===== src/rtl/dmem_arb_pkg.sv =====
// Shared types and defaults for the data-memory arbiter between the core
// load/store path and the DMA/loader port.
package dmem_arb_pkg;

    typedef enum logic [1:0] {
        IDLE = 2'd0,
        OWN0 = 2'd1,
        OWN1 = 2'd2
    } arb_state_t;

    localparam logic REQ_CPU = 1'b0;
    localparam logic REQ_DMA = 1'b1;

    localparam int DEF_ADDR_W    = 32;
    localparam int DEF_DATA_W    = 32;
    localparam int DEF_MAX_BURST = 4;

    function automatic arb_state_t own_state(input logic who);
        return who ? OWN1 : OWN0;
    endfunction

endpackage


===== src/rtl/dmem_arbiter_rr_pick2.sv =====
// Combinational winner select for two requesters: round-robin on ties from
// idle, owner keeps the memory until its burst limit is reached.
module rr_pick2
    import dmem_arb_pkg::*;
(
    input  logic [1:0]  req_i,
    input  arb_state_t  state_i,
    input  logic        last_i,
    input  logic        burst_max_i,
    output logic        win_valid_o,
    output logic        win_o
);

    // Winner decode from the request pair and current ownership
    always_comb begin
        win_valid_o = 1'b0;
        win_o       = REQ_CPU;
        case (req_i)
            2'b01: begin
                win_valid_o = 1'b1;
                win_o       = REQ_CPU;
            end
            2'b10: begin
                win_valid_o = 1'b1;
                win_o       = REQ_DMA;
            end
            2'b11: begin
                win_valid_o = 1'b1;
                case (state_i)
                    OWN0:    win_o = burst_max_i ? REQ_DMA : REQ_CPU;
                    OWN1:    win_o = burst_max_i ? REQ_CPU : REQ_DMA;
                    IDLE:    win_o = ~last_i;
                    default: win_o = ~last_i;
                endcase
            end
            default: begin
                win_valid_o = 1'b0;
                win_o       = REQ_CPU;
            end
        endcase
    end

endmodule


===== src/rtl/dmem_arbiter.sv =====
// Shares single-port dataMem between the core (requester 0) and a DMA/loader
// (requester 1); one access per cycle, registered read return one cycle later.
module dmem_arbiter
    import dmem_arb_pkg::*;
#(
    parameter int ADDR_W    = DEF_ADDR_W,
    parameter int DATA_W    = DEF_DATA_W,
    parameter int MAX_BURST = DEF_MAX_BURST
) (
    input  logic              clk,
    input  logic              reset_n,
    input  logic              r0_req,
    input  logic              r0_we,
    input  logic [ADDR_W-1:0] r0_addr,
    input  logic [DATA_W-1:0] r0_wdata,
    input  logic              r1_req,
    input  logic              r1_we,
    input  logic [ADDR_W-1:0] r1_addr,
    input  logic [DATA_W-1:0] r1_wdata,
    output logic              r0_gnt,
    output logic              r1_gnt,
    output logic              r0_rvalid,
    output logic              r1_rvalid,
    output logic [DATA_W-1:0] r0_rdata,
    output logic [DATA_W-1:0] r1_rdata,
    output logic              mem_we,
    output logic [ADDR_W-1:0] mem_addr,
    output logic [DATA_W-1:0] mem_wdata,
    input  logic [DATA_W-1:0] mem_rdata
);

    localparam logic [3:0] BURST_LIM = 4'(MAX_BURST);

    arb_state_t        state_q, state_d;
    logic              last_q, last_d;
    logic [3:0]        burst_q, burst_d;
    logic              r0_rvalid_q, r1_rvalid_q;
    logic [DATA_W-1:0] r0_rdata_q, r1_rdata_q;

    logic              win_valid_s;
    logic              win_s;
    logic              rd0_s, rd1_s;

    rr_pick2 u_pick (
        .req_i       ({r1_req, r0_req}),
        .state_i     (state_q),
        .last_i      (last_q),
        .burst_max_i (burst_q == BURST_LIM),
        .win_valid_o (win_valid_s),
        .win_o       (win_s)
    );

    // Grants are forced low during reset so no write can slip through
    assign r0_gnt    = reset_n & win_valid_s & (win_s == REQ_CPU);
    assign r1_gnt    = reset_n & win_valid_s & (win_s == REQ_DMA);
    assign mem_we    = (r0_gnt & r0_we) | (r1_gnt & r1_we);
    assign mem_addr  = r1_gnt ? r1_addr  : r0_addr;
    assign mem_wdata = r1_gnt ? r1_wdata : r0_wdata;
    assign rd0_s     = r0_gnt & ~r0_we;
    assign rd1_s     = r1_gnt & ~r1_we;

    assign r0_rvalid = r0_rvalid_q;
    assign r1_rvalid = r1_rvalid_q;
    assign r0_rdata  = r0_rdata_q;
    assign r1_rdata  = r1_rdata_q;

    // Ownership, last-served and burst-length next state
    always_comb begin
        state_d = IDLE;
        last_d  = last_q;
        burst_d = 4'd0;
        if (win_valid_s) begin
            state_d = own_state(win_s);
            last_d  = win_s;
            if (state_q == own_state(win_s)) begin
                burst_d = (burst_q == BURST_LIM) ? BURST_LIM : burst_q + 4'd1;
            end else begin
                burst_d = 4'd1;
            end
        end else begin
            state_d = IDLE;
            last_d  = last_q;
            burst_d = 4'd0;
        end
    end

    // State registers and read-return pipeline; last resets to 1 so requester 0 wins first tie
    always_ff @(posedge clk or negedge reset_n) begin
        if (!reset_n) begin
            state_q     <= IDLE;
            last_q      <= 1'b1;
            burst_q     <= 4'd0;
            r0_rvalid_q <= 1'b0;
            r1_rvalid_q <= 1'b0;
            r0_rdata_q  <= '0;
            r1_rdata_q  <= '0;
        end else begin
            state_q     <= state_d;
            last_q      <= last_d;
            burst_q     <= burst_d;
            r0_rvalid_q <= rd0_s;
            r1_rvalid_q <= rd1_s;
            if (rd0_s) begin
                r0_rdata_q <= mem_rdata;
            end else begin
                r0_rdata_q <= r0_rdata_q;
            end
            if (rd1_s) begin
                r1_rdata_q <= mem_rdata;
            end else begin
                r1_rdata_q <= r1_rdata_q;
            end
        end
    end

endmodule


===== config.mk =====
export PLATFORM = sky130hd
export DESIGN_NAME = dmem_arbiter
export DESIGN_NICKNAME = d
export VERILOG_FILES = /design/src/rtl/dmem_arb_pkg.sv /design/src/rtl/dmem_arbiter_rr_pick2.sv /design/src/rtl/dmem_arbiter.sv
export SDC_FILE = /design/constraint.sdc
export NUM_CORES = 1
export LEC_CHECK = 0
export ABC_AREA = 1
export ABC_CLOCK_PERIOD_IN_PS = 2400
export CAP_MARGIN = 25
export CORE_MARGIN = 4
export CORE_UTILIZATION = 34
export CTS_CLUSTER_SIZE = 20
export DETAILED_ROUTE_END_ITERATION = 7
export GPL_ROUTABILITY_DRIVEN = 0
export PLACE_DENSITY = 0.89
export SYNTH_ARGS = -nofsm -noshare
export SYNTH_HDL_FRONTEND = slang
export SYNTH_SLANG_ARGS = --single-unit
export TNS_END_PERCENT = 100

===== constraint.sdc =====
create_clock -name clk -period 2.4 [get_ports clk]
set_input_delay 0.36 -clock clk [delete_from_list [all_inputs] [get_ports clk]]
set_output_delay 0.36 -clock clk [all_outputs]
set_load 0.01 [all_outputs]

==> results_dict.tcl <==
set metrics [dict create \
    post-synth-top-area-fraction_pct 46.3 \
    detail_route.wirelength_um 20500 \
    timing.critical_path.cells "inv_2 -> ha_1 -> inv_1 -> nand2_1 -> nand3_2 -> nand2_2 -> nand2_2 -> nor2_4 -> buf_8 -> inv_12 -> buf_12 -> buf_12 -> nand2_1 -> nand2_1 -> buf_2" \
    critPathMostFrequentCell "nand2_1" \
    timing.final.hold_violations 0 \
    run_status "finished, violations left" \
    fp-row-count 38 \
    grt_util_met3_pct 5.53 \
    timing_worst_slew_pin_value_ps 919 \
    chipWidth_um 115 \
    synth_compound_area_share_pct 0.707 \
    min_path_type "input pin to async pin" \
    p_sw_share_pct 32.0 \
    slowest_stage "dfrtp_1" \
    placedCellCount 988 \
    global_route.usage.met2_pct 46.7 \
    timing_worst_setup_path_type "flip-flop to output pin" \
    final_setup_violation_count 65 \
    netSwitchingPower_mw 1.70 \
    yosys_warnings 0 \
    sequentialPowerShare_pct 31.5 \
    synth_flop_cell "dfrtp_1" \
    final_net_count 1060 \
    tritoncts "done" \
    synth_sequential_area_ratio_pct 46.9 \
    floorplan.initialDensity_pct 35.3 \
    place_hpwl_um 13100 \
    synthTopCellsByArea "dfrtp_1 46%, nand2_1 32%, nand4_1 5.3%" \
    slowest_delay_ps 430 \
    category_of_the_worst_setup_path_launch_point "flip-flop" \
    rsz0062_at_grt "true" \
    finalWorstPathRequiredPeriod_ps 2600 \
    hold_buffers 0 \
    post_synth_xor_area_fraction_pct 0.225 \
    power.density_cell_area_nw_per_um2 633 \
    clock.fmax_mhz 384 \
    power.internal_mw 3.61 \
    dpl_cell_area_um2 7110 \
    vias_in_the_first_global_route 4968 \
    ios 299 \
    synth-edff-count 0 \
    worst_clock_skew_ps 8.57 \
    post_synth_num_cell_types 21 \
    p_comb_share_pct 43.0 \
    synth.most_common_cell "nand2_1" \
    core_um2 11000 \
    final-max-slew-violation-count 0 \
    globalRoute.busiestLayer "met2" \
    p_leak_nw 4.22 \
    worstSetupEndpointType "output pin" \
    cts.clk_slew.worst_paths_ps 60 \
    clkPwrFrac_pct 25.5 \
    async_flop_share_pct 100 \
    synth_commonest_cells "329 x nand2_1, 72 x dfrtp_1, 41 x nand3_1" \
    tritoncts_num_sinks 73 \
    layout.filler_cells 722 \
    failing_checks "negative setup slack" \
    post-route-cell-area_um2 8380 \
    critPathRequiredTime_ps 2040 \
    grtUsageMet1_pct 31.6 \
    worst_skew_pair_later_pin_latency_ps 330 \
    synth_simple_gate_area_share_pct 43.7 \
    grt_overflow_total 0 \
    synth_register_bits 73 \
    route.detailed.wl_per_inst_um 19.8 \
    detail_route.iter0.violations 470 \
    grt_pass1_wl_um 27200 \
    final-instance-count-excl-fill 1036 \
    vias 5318 \
    post_synth_instance_area_um2 3890 \
    syn_area_per_cell_um2 7.03 \
    syn-instance-count 554 \
    maxCapViolations 0 \
    die_height_um 115 \
    numPortBuffers 298 \
    antenna_found_initial 1 \
    clock_tree_root_buffer_cell "clkbuf_16" \
    synth-adder-area-share_pct 1.28 \
    syn_nets 724 \
    firstDrtPassIters 8 \
    yosysTopAreaCell "dfrtp_1" \
    antenna_violating_nets_post_route 0 \
    maximum_buffer_depth_of_the_clock_tree 2 \
    timing.final.crit_share_pct 109 \
    htreeDepth 3 \
    tritoncts.num_buffers 9 \
    flow.area_growth_from_synthesis_pct 115 \
    vias_per_cell 5.13 \
    peak_vdd_ir_uv 554 \
    grt.total_usage_pct 26.5 \
    slew_headroom_pct 38.7 \
    setup_slack_ps -204 \
    synth_top_family_by_area "simple AND/OR/NAND/NOR gates" \
    synth_mux_area_share_pct 0 \
    die-area_um2 13200 \
    arrival_ps 2240 \
    crit_fanout 7 \
    drive_above_1_share_pct 30.7 \
    post-route-drc-count 0 \
    grt_start_max_net_pins 75 \
]
==> placed cells by master, fill, tap and decap left out, types with 2 or more instances in the layout <==
cell / Yosys / layout
clkdlybuf4s50_1: 0 / 230
nand2_1: 329 / 214
nand2_2: 1 / 82
dfrtp_1: 72 / 72
buf_6: 1 / 48
nand3_1: 41 / 39
nand2_4: 0 / 34
nand4_1: 33 / 33
buf_4: 12 / 33
buf_2: 13 / 27
inv_1: 19 / 15
clkbuf_16: 0 / 10
buf_12: 0 / 10
nor2_1: 10 / 8
buf_16: 0 / 6
buf_8: 0 / 5
inv_2: 1 / 4
nor2_2: 0 / 2
nand3_2: 0 / 2
o21ai_0: 3 / 2
ha_4: 0 / 2
ha_1: 4 / 2
clkinvlp_4: 0 / 2
inv_6: 0 / 2
==> power groups by stage <==
stage / clock (mW) / sequential, mW / combinational [mW]
after floorplan: 0 / 1.80 / 0.564
after global placement: 0 / 1.67 / 1.92
after detailed placement: 0 / 1.68 / 1.95
after CTS: 1.37 / 1.67 / 2.12
after global routing: 1.43 / 1.70 / 2.43
final: 1.35 / 1.67 / 2.28
==> metal layers <==
metal / up-vias / share of wire [%]
met5: - / 0
met4: 0 / 4.7
met3: 64 / 7.2
met2: 285 / 51
met1: 2549 / 37
li1: 2420 / -
==> sequential cells by signal (all words and copies together) (netlist names) <==
name	flops
state_q	2
r1_rdata	32
last_q	1
r0_rvalid	1
burst_q	4
r0_rdata	32
r1_rvalid	1
==> worst paths after layout <==
| check | from | to | cells past startpoint | slack [ps] |
|---|---|---|---|---|
| max in group asynchronous | reset_n | r0_rdata[23]$_DFFE_PN0P_ | 2 | 1540 |
| min in group clk | r0_rdata[9]$_DFFE_PN0P_ | r0_rdata[9]$_DFFE_PN0P_ | 2 | 470 |
| setup reg to reg | state_q[0]$_DFF_PN0_ | r1_rdata[7]$_DFFE_PN0P_ | 16 | 160 |
| hold / removal | reset_n | state_q[0]$_DFF_PN0_ | 2 | 270 |
| hold reg to reg | r0_rdata[9]$_DFFE_PN0P_ | r0_rdata[9]$_DFFE_PN0P_ | 2 | 470 |
| setup / recovery | state_q[1]$_DFF_PN0_ | mem_addr[11] | 15 | -200 |
==> final cells by class <==
class / instances / area, µm² / share of cell area [%]
well taps: 140 / 175 / 2.09
clock inverters: 5 / 62.6 / 0.746
flip-flops and latches: 73 / 1830 / 21.8
inverters: 21 / 91.3 / 1.09
repair buffers: 360 / 3690 / 44.0
diodes: 1 / 2.50 / 0.0299
clock buffers: 11 / 243 / 2.90
multi-input cells: 425 / 2290 / 27.3
==> logic make-up after synthesis <==
family	Yosys count
DFF	73
and+or+nand+nor	415
adders and majority gates	4
xor gates and xnor gates	1
AOI/OAI and AO/OA	5
buffers and inverters	56
==> through the flow <==
step           setup TNS [ps]  setup slack [ps]  total power, mW  utilization (%)  hold slack (ps)
4_1_cts                 -7620              -157             5.16             71.9              293
5_1_grt                -12650              -295             5.56             76.0              355
2_1_floorplan               0               432             2.36                -             64.4
6_report                -6350              -204             5.31             76.0              274
3_5_place_dp           -16250              -293             3.63             64.5              458
3_3_place_gp           -14340              -286             3.60             64.5              453
==> timing repair <==
action,in CTS,in global routing
gates resized for setup,394,123
endpoints found under the setup margin,67,100
buffers inserted,20,5
pin swaps,25,22
hold endpoints to repair,0,0
gates cloned,8,1
==> worst max-delay path, delay by kind of cell, from the launching register on <==
family / cells / cell delay [ps]
AND/OR/NAND/NOR: 7 / 580
adder cells (fa/ha/maj): 1 / 150
flip-flops: 1 / 430
buffers and inverters: 7 / 750
Power figures use the tool's default switching activity.
